--- src/rtl/ssd_scan_mux.sv ---
// ssd_scan_mux: time-multiplexed seven-segment driver for NUM_DIGITS digits.
// Each digit owns a SCAN_DIV-cycle slot whose first BLANK_CYCLES cycles keep
// every anode dark to stop the previous digit's segments ghosting. Displayed
// values come from shadow registers that only reload at frame boundaries, so
// an update from the score logic never tears across a single frame.
module ssd_scan_mux #(
    parameter int NUM_DIGITS   = 8,
    parameter int SCAN_DIV     = 262144,
    parameter int BLANK_CYCLES = 1024,
    localparam int IDX_W       = (NUM_DIGITS > 1) ? $clog2(NUM_DIGITS) : 1
) (
    input  logic                    ClkPort,
    input  logic                    Reset,
    input  logic [4*NUM_DIGITS-1:0] digits_in,
    input  logic [NUM_DIGITS-1:0]   dp_in,
    input  logic [NUM_DIGITS-1:0]   enable_mask,
    input  logic                    lzs_en,
    output logic [NUM_DIGITS-1:0]   an_n,
    output logic [7:0]              seg_n,
    output logic [IDX_W-1:0]        digit_idx,
    output logic                    frame_tick
);

    localparam int CNT_W = $clog2(SCAN_DIV);

    // Active-low abcdefg pattern for one hex nibble.
    function automatic logic [6:0] hex7_decode(input logic [3:0] nib);
        logic [6:0] seg;
        case (nib)
            4'h0: seg = 7'b0000001;
            4'h1: seg = 7'b1001111;
            4'h2: seg = 7'b0010010;
            4'h3: seg = 7'b0000110;
            4'h4: seg = 7'b1001100;
            4'h5: seg = 7'b0100100;
            4'h6: seg = 7'b0100000;
            4'h7: seg = 7'b0001111;
            4'h8: seg = 7'b0000000;
            4'h9: seg = 7'b0000100;
            4'hA: seg = 7'b0001000;
            4'hB: seg = 7'b1100000;
            4'hC: seg = 7'b0110001;
            4'hD: seg = 7'b1000010;
            4'hE: seg = 7'b0110000;
            4'hF: seg = 7'b0111000;
            default: seg = 7'b1111111;
        endcase
        return seg;
    endfunction

    logic [CNT_W-1:0]        cnt_r;
    logic                    load_pending_r;
    logic [4*NUM_DIGITS-1:0] sh_digits_r;
    logic [NUM_DIGITS-1:0]   sh_dp_r;
    logic [NUM_DIGITS-1:0]   sh_mask_r;

    logic                    wrap_s;
    logic                    frame_start_s;
    logic                    lit_window_s;
    logic [CNT_W-1:0]        cnt_nxt_s;
    logic [IDX_W-1:0]        idx_nxt_s;
    logic [NUM_DIGITS-1:0]   suppress_s;
    logic [NUM_DIGITS-1:0]   onehot_s;
    logic [3:0]              cur_nib_s;
    logic                    cur_dp_s;
    logic                    cur_mask_s;
    logic                    cur_supp_s;
    logic                    all_zero_s;

    // Slot counter wrap, digit advance and frame boundary detection.
    always_comb begin
        wrap_s        = (cnt_r == CNT_W'(SCAN_DIV - 1));
        frame_start_s = wrap_s & (digit_idx == IDX_W'(NUM_DIGITS - 1));
        cnt_nxt_s     = wrap_s ? {CNT_W{1'b0}} : (cnt_r + {{(CNT_W-1){1'b0}}, 1'b1});
        if (!wrap_s) begin
            idx_nxt_s = digit_idx;
        end else if (digit_idx == IDX_W'(NUM_DIGITS - 1)) begin
            idx_nxt_s = {IDX_W{1'b0}};
        end else begin
            idx_nxt_s = digit_idx + {{(IDX_W-1){1'b0}}, 1'b1};
        end
        // cnt >= BLANK_CYCLES, written as cnt+1 > BLANK so BLANK=0 is not a constant compare
        lit_window_s = ({1'b0, cnt_r} + {{CNT_W{1'b0}}, 1'b1}) > (CNT_W+1)'(BLANK_CYCLES);
    end

    // Leading-zero suppression mask: a digit is blank if it and everything above is zero.
    always_comb begin
        all_zero_s = 1'b1;
        suppress_s = {NUM_DIGITS{1'b0}};
        for (int k = NUM_DIGITS - 1; k >= 1; k--) begin
            all_zero_s    = all_zero_s & (sh_digits_r[4*k +: 4] == 4'd0);
            suppress_s[k] = lzs_en & all_zero_s;
        end
    end

    // Select the shadowed attributes of the digit in the current slot.
    always_comb begin
        cur_nib_s  = 4'd0;
        cur_dp_s   = 1'b0;
        cur_mask_s = 1'b0;
        cur_supp_s = 1'b0;
        onehot_s   = {NUM_DIGITS{1'b0}};
        for (int k = 0; k < NUM_DIGITS; k++) begin
            onehot_s[k] = (digit_idx == IDX_W'(k));
            cur_nib_s   = onehot_s[k] ? sh_digits_r[4*k +: 4] : cur_nib_s;
            cur_dp_s    = onehot_s[k] ? sh_dp_r[k]            : cur_dp_s;
            cur_mask_s  = onehot_s[k] ? sh_mask_r[k]          : cur_mask_s;
            cur_supp_s  = onehot_s[k] ? suppress_s[k]         : cur_supp_s;
        end
    end

    // Scan state: slot counter, digit index and frame pulse.
    always_ff @(posedge ClkPort or posedge Reset) begin
        if (Reset) begin
            cnt_r      <= {CNT_W{1'b0}};
            digit_idx  <= {IDX_W{1'b0}};
            frame_tick <= 1'b0;
        end else begin
            cnt_r      <= cnt_nxt_s;
            digit_idx  <= idx_nxt_s;
            frame_tick <= frame_start_s;
        end
    end

    // Shadow capture at each frame start and on the first edge out of reset.
    always_ff @(posedge ClkPort or posedge Reset) begin
        if (Reset) begin
            load_pending_r <= 1'b1;
            sh_digits_r    <= {(4*NUM_DIGITS){1'b0}};
            sh_dp_r        <= {NUM_DIGITS{1'b0}};
            sh_mask_r      <= {NUM_DIGITS{1'b0}};
        end else begin
            load_pending_r <= 1'b0;
            if (frame_start_s || load_pending_r) begin
                sh_digits_r <= digits_in;
                sh_dp_r     <= dp_in;
                sh_mask_r   <= enable_mask;
            end
        end
    end

    // Registered pin drive from the current slot state.
    always_ff @(posedge ClkPort or posedge Reset) begin
        if (Reset) begin
            an_n  <= {NUM_DIGITS{1'b1}};
            seg_n <= 8'hFF;
        end else begin
            an_n  <= ~(onehot_s & {NUM_DIGITS{lit_window_s & cur_mask_s}});
            seg_n <= {(cur_supp_s ? 7'b1111111 : hex7_decode(cur_nib_s)), ~cur_dp_s};
        end
    end

endmodule
--- config.mk ---
export PLATFORM = sky130hd
export DESIGN_NAME = ssd_scan_mux
export DESIGN_NICKNAME = d
export VERILOG_FILES = /design/src/rtl/ssd_scan_mux.sv
export SDC_FILE = /design/constraint.sdc
export NUM_CORES = 1
export LEC_CHECK = 0
export CORE_UTILIZATION = 49
export CTS_BUF_LIST = sky130_fd_sc_hd__clkbuf_16
export CTS_CLUSTER_SIZE = 16
export DETAILED_ROUTE_END_ITERATION = 6
export DONT_BUFFER_PORTS = 1
export GPL_TIMING_DRIVEN = 0
export HOLD_SLACK_MARGIN = 0.06
export PLACE_DENSITY = 0.72
export SYNTH_ARGS = -nofsm -noshare
export SYNTH_HDL_FRONTEND = slang
export SYNTH_SLANG_ARGS = --single-unit
export TNS_END_PERCENT = 100
--- constraint.sdc ---
create_clock -name ClkPort -period 6.9 [get_ports ClkPort]
set_input_delay 0 -clock ClkPort [delete_from_list [all_inputs] [get_ports ClkPort]]
set_output_delay 0 -clock ClkPort [all_outputs]
set_load 0.02 [all_outputs]
Word-level counts from Yosys, hierarchy flattened
Memory sizes are Yosys's and may differ from the RTL's. Cells that the tools add are included.

Bits in read-only memories: 112. Word-level logic and storage cells: 83. Memories kept: 1. Output and inout bits: 20. Bits in registers: 87. Bits of input ports: 51.

Memories: (name not given) (depth 16, width 7, read ports 1, clocked after memory_dff 0, write ports 0, RTL line 29) `case (nib)`.

Equal/unequal tests: 8. Bitwise operators: 18. $add $sub $neg: 3. $lt $le $gt $ge: 1. Mux-type cells: 34. Reduce and logical (&&, ||, !) cells: 9.

Operator list (number): two-way mux 4 bit (8); zero test 4 bit (7); two-way mux 1 bit (23); adder 18 x 1 -> 19 bit (second input constant) (1); greater-than comparator 19 x 11 -> 1 bit (second input constant) (1); adder 18 x 1 -> 18 bit (second input constant) (1); == test 18 bit (second input constant) (1); two-way mux 18 bit (1); bitwise AND 1 bit (15); == test 3 bit (second input constant) (4); bitwise AND 8 bit (1); NOT 8 bit (1); two-way mux 7 bit (1); == test 3 x 2 -> 1 bit (second input constant) (2); adder 3 x 1 -> 3 bit (second input constant) (1); == test 3 x 1 -> 1 bit (second input constant) (1); zero test 3 bit (1); two-way mux 3 bit (1); logical OR 1 bit (1); NOT 1 bit (1).

Longest topological paths before layout
Depth in word-level cells: 16. Depth in mapped cells: 14. Mapped depth without buffers: 13.

Least setup slack after synthesis
No wires, ideal clock.

Kind: register -> register. Start point: register digit_idx[2]. End point: register seg_n[6]. Slack: 4.026 ns. Period minus slack after synthesis: 2.874 ns. Data required time: 6.789 ns. Cell stages (with the launch flop): 14. Setup time: 0.111 ns. Path buffers: 1. Arrival time: 2.763 ns. Cell sequence: dfrtp_1 > clkinv_1 > ha_1 > buf_2 > nor2_1 > o21ai_0 > a21oi_1 > o22ai_1 > a2bb2oi_1 > inv_1 > ha_1 > nor2_1 > a211o_1 > o311ai_0.

Word-level cells in the longest chain between the ends: 11. Elaborated cells between the ends (all ways): 25. Classes of those cells: 7 x eq/ne; 16 x mux; 1 x reduce/logical; 1 x memory.

RTL lines: start, declared (RTL line 20) `output logic [IDX_W-1:0] digit_idx,`; start signal, assigned (RTL line 116) `digit_idx <= {IDX_W{1'b0}};`; start signal, assigned (RTL line 120) `digit_idx <= idx_nxt_s;`; zero test 3 bit (RTL line 104) `onehot_s[k] = (digit_idx == IDX_W'(k));`; two-way mux 4 bit (8 in series) (RTL line 105) `cur_nib_s = onehot_s[k] ? sh_digits_r[4*k +: 4] : cur_nib_s;`; memory read (16 x 7 bit); two-way mux 7 bit (*) (RTL line 149) `seg_n <= {(cur_supp_s ? 7'b1111111 : hex7_decode(cur_nib_s)), ~cur_dp_s};`; end signal, assigned (RTL line 149); end, declared (RTL line 19) `output logic [7:0] seg_n,`.

Every way passes the cells marked *; elsewhere a longest branch is shown, timed or not. A chain may end at the register's enable or synchronous reset.

Worst setup path in the final report
Same ends and word-level chain as after synthesis.

==> results.py <==
metrics = {
    "yosys": {
        "ys_top_cells_by_area": "sky130_fd_sc_hd__dfrtp_1 (39%), sky130_fd_sc_hd__mux2_2 (12%), sky130_fd_sc_hd__dfstp_2 (10%)",
        "netlist_instances": 412,
        "synth.yosys.warnings": 0,
        "nets_in_the_synthesized_netlist": 476,
        "post_synth_instance_area_um2": 4488,
        "synth_edf_count": 0,
        "synth_top_cell_by_area": "sky130_fd_sc_hd__dfrtp_1",
        "synth_top_area_share_pct": 39.03,
        "synth_cell_types": 62,
        "synth-seq-area-share_pct": 48.98,
        "syn_area_per_cell_um2": 10.89,
        "yosys_register_bits": 87,
        "synth_async_sr_flop_share_pct": 100.0,
        "ys_flop_type": "sky130_fd_sc_hd__dfrtp_1",
    },
    "critical_path": {
        "worstSetupEndpointType": "register",
        "worstSetupStartpoint": "digit_idx[2]$_DFFE_PP0P_",
        "r2r.worst_path.cells": 13,
        "reg2reg_setup_slack_ns": 3.26,
        "critical_path.reg2reg.endpoint": "seg_n[6]$_DFF_PP1_",
        "critical_path_required_ns": 7.10,
        "critical_path.startpoint_type": "register",
        "critPathCapture": "seg_n[6]$_DFF_PP1_",
        "critPathMaxFanout": 10,
        "worst-setup-path-type": "reg -> reg",
        "regToRegStartpoint": "digit_idx[2]$_DFFE_PP0P_",
        "critPathArrivalTime_ns": 3.84,
    },
    "routing": {
        "antenna_violating_nets_post_route": 0,
        "first_iter_violations": 158,
        "avgRoutedWirePerCell_um": 17.87,
        "drt_pass1_iterations": 6,
        "routed-via-count": 3394,
        "drc_errors": 8,
        "vias_per_cell": 5.782,
        "route.final.wire_length_mm": 10.49,
    },
    "cts": {
        "clock_tree.root_cell": "sky130_fd_sc_hd__clkbuf_16",
        "clock_tree.buffer_depth": 2,
        "cts_sink_count": 87,
        "clock_tree.htree_level_count": 3,
        "clock_latency_ns": 0.33,
        "clkTransAtPathRegs_ns": 0.06,
        "tritoncts": "done",
        "cts_resized": 0,
        "cts_buffer_count": 9,
    },
    "final_layout": {
        "fillers": 710,
        "layout-area-overhead-vs-synth_pct": 20.71,
        "post_route_cells_drive_above_1_share_pct": 22.13,
        "diodes": 0,
        "net_count_of_the_finished_layout": 538,
        "final_core_utilization_pct": 61.52,
    },
    "placed_design": {
        "globalplace.congestion": 0.8719,
        "preCtsSetupSlack_ns": 3.372,
        "portBuffers": 0,
        "place.detailed.hpwl_mm": 7.182,
    },
    "timing": {
        "min_period_ns": 3.645,
        "max_freq_mhz": 274.4,
        "timing.clock.skew_ns": 0.008164,
        "slew_headroom_pct": 29.68,
        "min_period_over_period_pct": 52.82,
        "setup_total_negative_slack_ns": 0,
        "hold_slack_ns": 0.1643,
        "finalSetupViolations": 0,
        "setup_repair_after_global_routing_missed_its_margin": "no",
        "setup_ws_ns": 3.255,
        "worstMarginPinSlew_ns": 1.028,
        "drv_slew": 0,
        "hold_viol_final": 0,
    },
    "die": {
        "die_area_um2": 9546,
        "fp-row-count": 34,
        "boundaryPins": 71,
        "coreArea_um2": 8806,
        "die_w_um": 97.71,
        "fp.dieH_um": 97.71,
        "start_util_pct": 50.97,
    },
    "power_and_ir_drop": {
        "post-layout-total-power_mw": 1.142,
        "vdd_ir_drop_max_mv": 0.1721,
        "p_leak_nw": 2.283,
        "power_density_nw_per_um2": 210.7,
    },
    "global_route": {
        "global_route.overflow_total": 0,
        "grt_first_pass_wirelength_mm": 17.83,
        "antenna_violations_before_repair": 0,
        "pin_count_of_the_biggest_net_entering_global_routing": 55,
        "first_global_vias": 3519,
        "grt.total_usage_pct": 23.69,
    },
    "outcome": {
        "outcome": "complete, but fails checks",
        "violations": "design-rule violations",
    },
    "flow_run": {
        "timing.max_cap.violations": 0,
    },
    "min_path": {
        "worstHoldPathType": "in -> async",
    },
}
==> power by group <==
part	switching, mW	total (mW)	internal [mW]
clock	0.192	0.433	0.240
sequential	0.0377	0.591	0.554
combinational	0.0535	0.118	0.0644
==> metrics by stage <==
step	instances	area [µm²]
6_report	587	5418
5_1_grt	587	5418
4_1_cts	587	5418
3_5_place_dp	521	4653
3_3_place_gp	520	4623
2_1_floorplan	412	4488
==> cells in the mapped netlist (3+ instances only) <==
| library cell | number |
|---|---|
| sky130_fd_sc_hd__dfrtp_1 | 70 |
| sky130_fd_sc_hd__mux2_2 | 49 |
| sky130_fd_sc_hd__nand2_1 | 34 |
| sky130_fd_sc_hd__nor2_1 | 24 |
| sky130_fd_sc_hd__a21oi_1 | 21 |
| sky130_fd_sc_hd__o21ai_0 | 20 |
| sky130_fd_sc_hd__dfstp_2 | 17 |
| sky130_fd_sc_hd__inv_1 | 16 |
| sky130_fd_sc_hd__nand3_1 | 16 |
| sky130_fd_sc_hd__ha_1 | 13 |
| sky130_fd_sc_hd__clkbuf_1 | 9 |
| sky130_fd_sc_hd__xor2_1 | 9 |
| sky130_fd_sc_hd__mux2i_1 | 8 |
| sky130_fd_sc_hd__xnor2_1 | 8 |
| sky130_fd_sc_hd__nor4_1 | 7 |
| sky130_fd_sc_hd__buf_2 | 6 |
| sky130_fd_sc_hd__a211oi_1 | 5 |
| sky130_fd_sc_hd__nor3_1 | 5 |
| sky130_fd_sc_hd__buf_4 | 4 |
| sky130_fd_sc_hd__o22ai_1 | 4 |
| sky130_fd_sc_hd__a31oi_1 | 3 |
| sky130_fd_sc_hd__and3_1 | 3 |
| sky130_fd_sc_hd__buf_6 | 3 |
| sky130_fd_sc_hd__nand3b_1 | 3 |
| sky130_fd_sc_hd__nand4_1 | 3 |
| sky130_fd_sc_hd__o211ai_1 | 3 |
| sky130_fd_sc_hd__o221ai_1 | 3 |
==> layout make-up <==
class | count | area (µm²) | share of cell area, %
multi-input combinational | 284 | 2091 | 38.59
clock buffer | 9 | 225.2 | 4.157
sequential | 87 | 2198 | 40.58
clock inverter | 7 | 38.79 | 0.7159
buffer | 23 | 131.4 | 2.425
inverter | 18 | 70.07 | 1.293
tap | 108 | 135.1 | 2.494
timing repair buffer | 51 | 528.0 | 9.746
==> kinds of logic (layout without fill, tap and decap cells) <==
family / count (synthesis) / after routing / share of synthesized area, %
AO/OA/AOI/OAI: 80 / 80 / 12.27
buffers and inverters: 41 / 108 / 4.433
flip-flops: 87 / 87 / 48.98
XOR/XNOR: 17 / 17 / 3.318
adder cells (fa/ha/maj): 13 / 13 / 3.624
AND/OR/NAND/NOR: 116 / 116 / 13.21
other: 1 / 1 / 0.08356
multiplexers: 57 / 57 / 14.08
==> repair_timing <==
item                      4_1_cts  5_1_grt
hold endpoints to repair      131        0
hold buffers                   50        0
setup buffers                   0        0
==> worst max-delay path, stage by stage, from the launching register on <==
cell                        delay (ns)
sky130_fd_sc_hd__dfrtp_1          0.64
sky130_fd_sc_hd__clkinv_1         0.38
sky130_fd_sc_hd__ha_1             0.35
sky130_fd_sc_hd__buf_2            0.21
sky130_fd_sc_hd__nor2_1           0.18
sky130_fd_sc_hd__o21ai_0          0.12
sky130_fd_sc_hd__a21oi_1          0.15
sky130_fd_sc_hd__o22ai_1          0.12
sky130_fd_sc_hd__a2bb2oi_1        0.42
sky130_fd_sc_hd__inv_1            0.18
sky130_fd_sc_hd__ha_1             0.32
sky130_fd_sc_hd__nor2_1           0.06
sky130_fd_sc_hd__a211o_1          0.26
sky130_fd_sc_hd__o311ai_0         0.13
==> worst min-delay path by stage <==
stage                              start                     endpoint  slack, ns  depth (start not counted)
after floorplan            digits_in[30]  sh_digits_r[30]$_DFFE_PP0P_       0.15                          1
after global placement    enable_mask[6]     sh_mask_r[6]$_DFFE_PP0P_       0.15                          1
after detailed placement           Reset  sh_digits_r[21]$_DFFE_PP0P_      -0.09                          1
after CTS                          Reset  sh_digits_r[31]$_DFFE_PP0P_       0.18                          2
after global routing               Reset  sh_digits_r[26]$_DFFE_PP0P_       0.21                          2
final                              Reset  sh_digits_r[31]$_DFFE_PP0P_       0.16                          2
==> layout by cell type (no fill, tap or decap), types with 4 or more instances in the layout <==
master / count
sky130_fd_sc_hd__buf_2: 6
sky130_fd_sc_hd__nand2_1: 34
sky130_fd_sc_hd__clkbuf_1: 9
sky130_fd_sc_hd__xnor2_1: 8
sky130_fd_sc_hd__buf_4: 4
sky130_fd_sc_hd__o22ai_1: 4
sky130_fd_sc_hd__nor4_1: 7
sky130_fd_sc_hd__nor3_1: 5
sky130_fd_sc_hd__xor2_1: 9
sky130_fd_sc_hd__clkbuf_16: 9
sky130_fd_sc_hd__mux2_2: 49
sky130_fd_sc_hd__nand3_1: 16
sky130_fd_sc_hd__a211oi_1: 5
sky130_fd_sc_hd__nor2_1: 24
sky130_fd_sc_hd__inv_1: 16
sky130_fd_sc_hd__dlygate4sd3_1: 50
sky130_fd_sc_hd__o21ai_0: 20
sky130_fd_sc_hd__dfrtp_1: 70
sky130_fd_sc_hd__dfstp_2: 17
sky130_fd_sc_hd__mux2i_1: 8
sky130_fd_sc_hd__a21oi_1: 21
sky130_fd_sc_hd__ha_1: 13
==> metal layers <==
metal | up-vias | wire length, µm | GRT usage [%]
met5 | - | 0 | 0
met3 | 16 | 668 | 4.029
li1 | 1606 | - | -
met1 | 1649 | 4631 | 31.85
met2 | 123 | 5029 | 38.95
met4 | 0 | 163 | 8.159
==> sequential cells by signal (all words and copies together), names as in the netlist <==
register / flops
sh_digits_r: 32
digit_idx: 3
frame_tick: 1
load_pending_r: 1
sh_mask_r: 8
seg_n: 8
an_n: 8
sh_dp_r: 8
cnt_r: 18
Note: power is estimated with default switching activity, not from simulation.
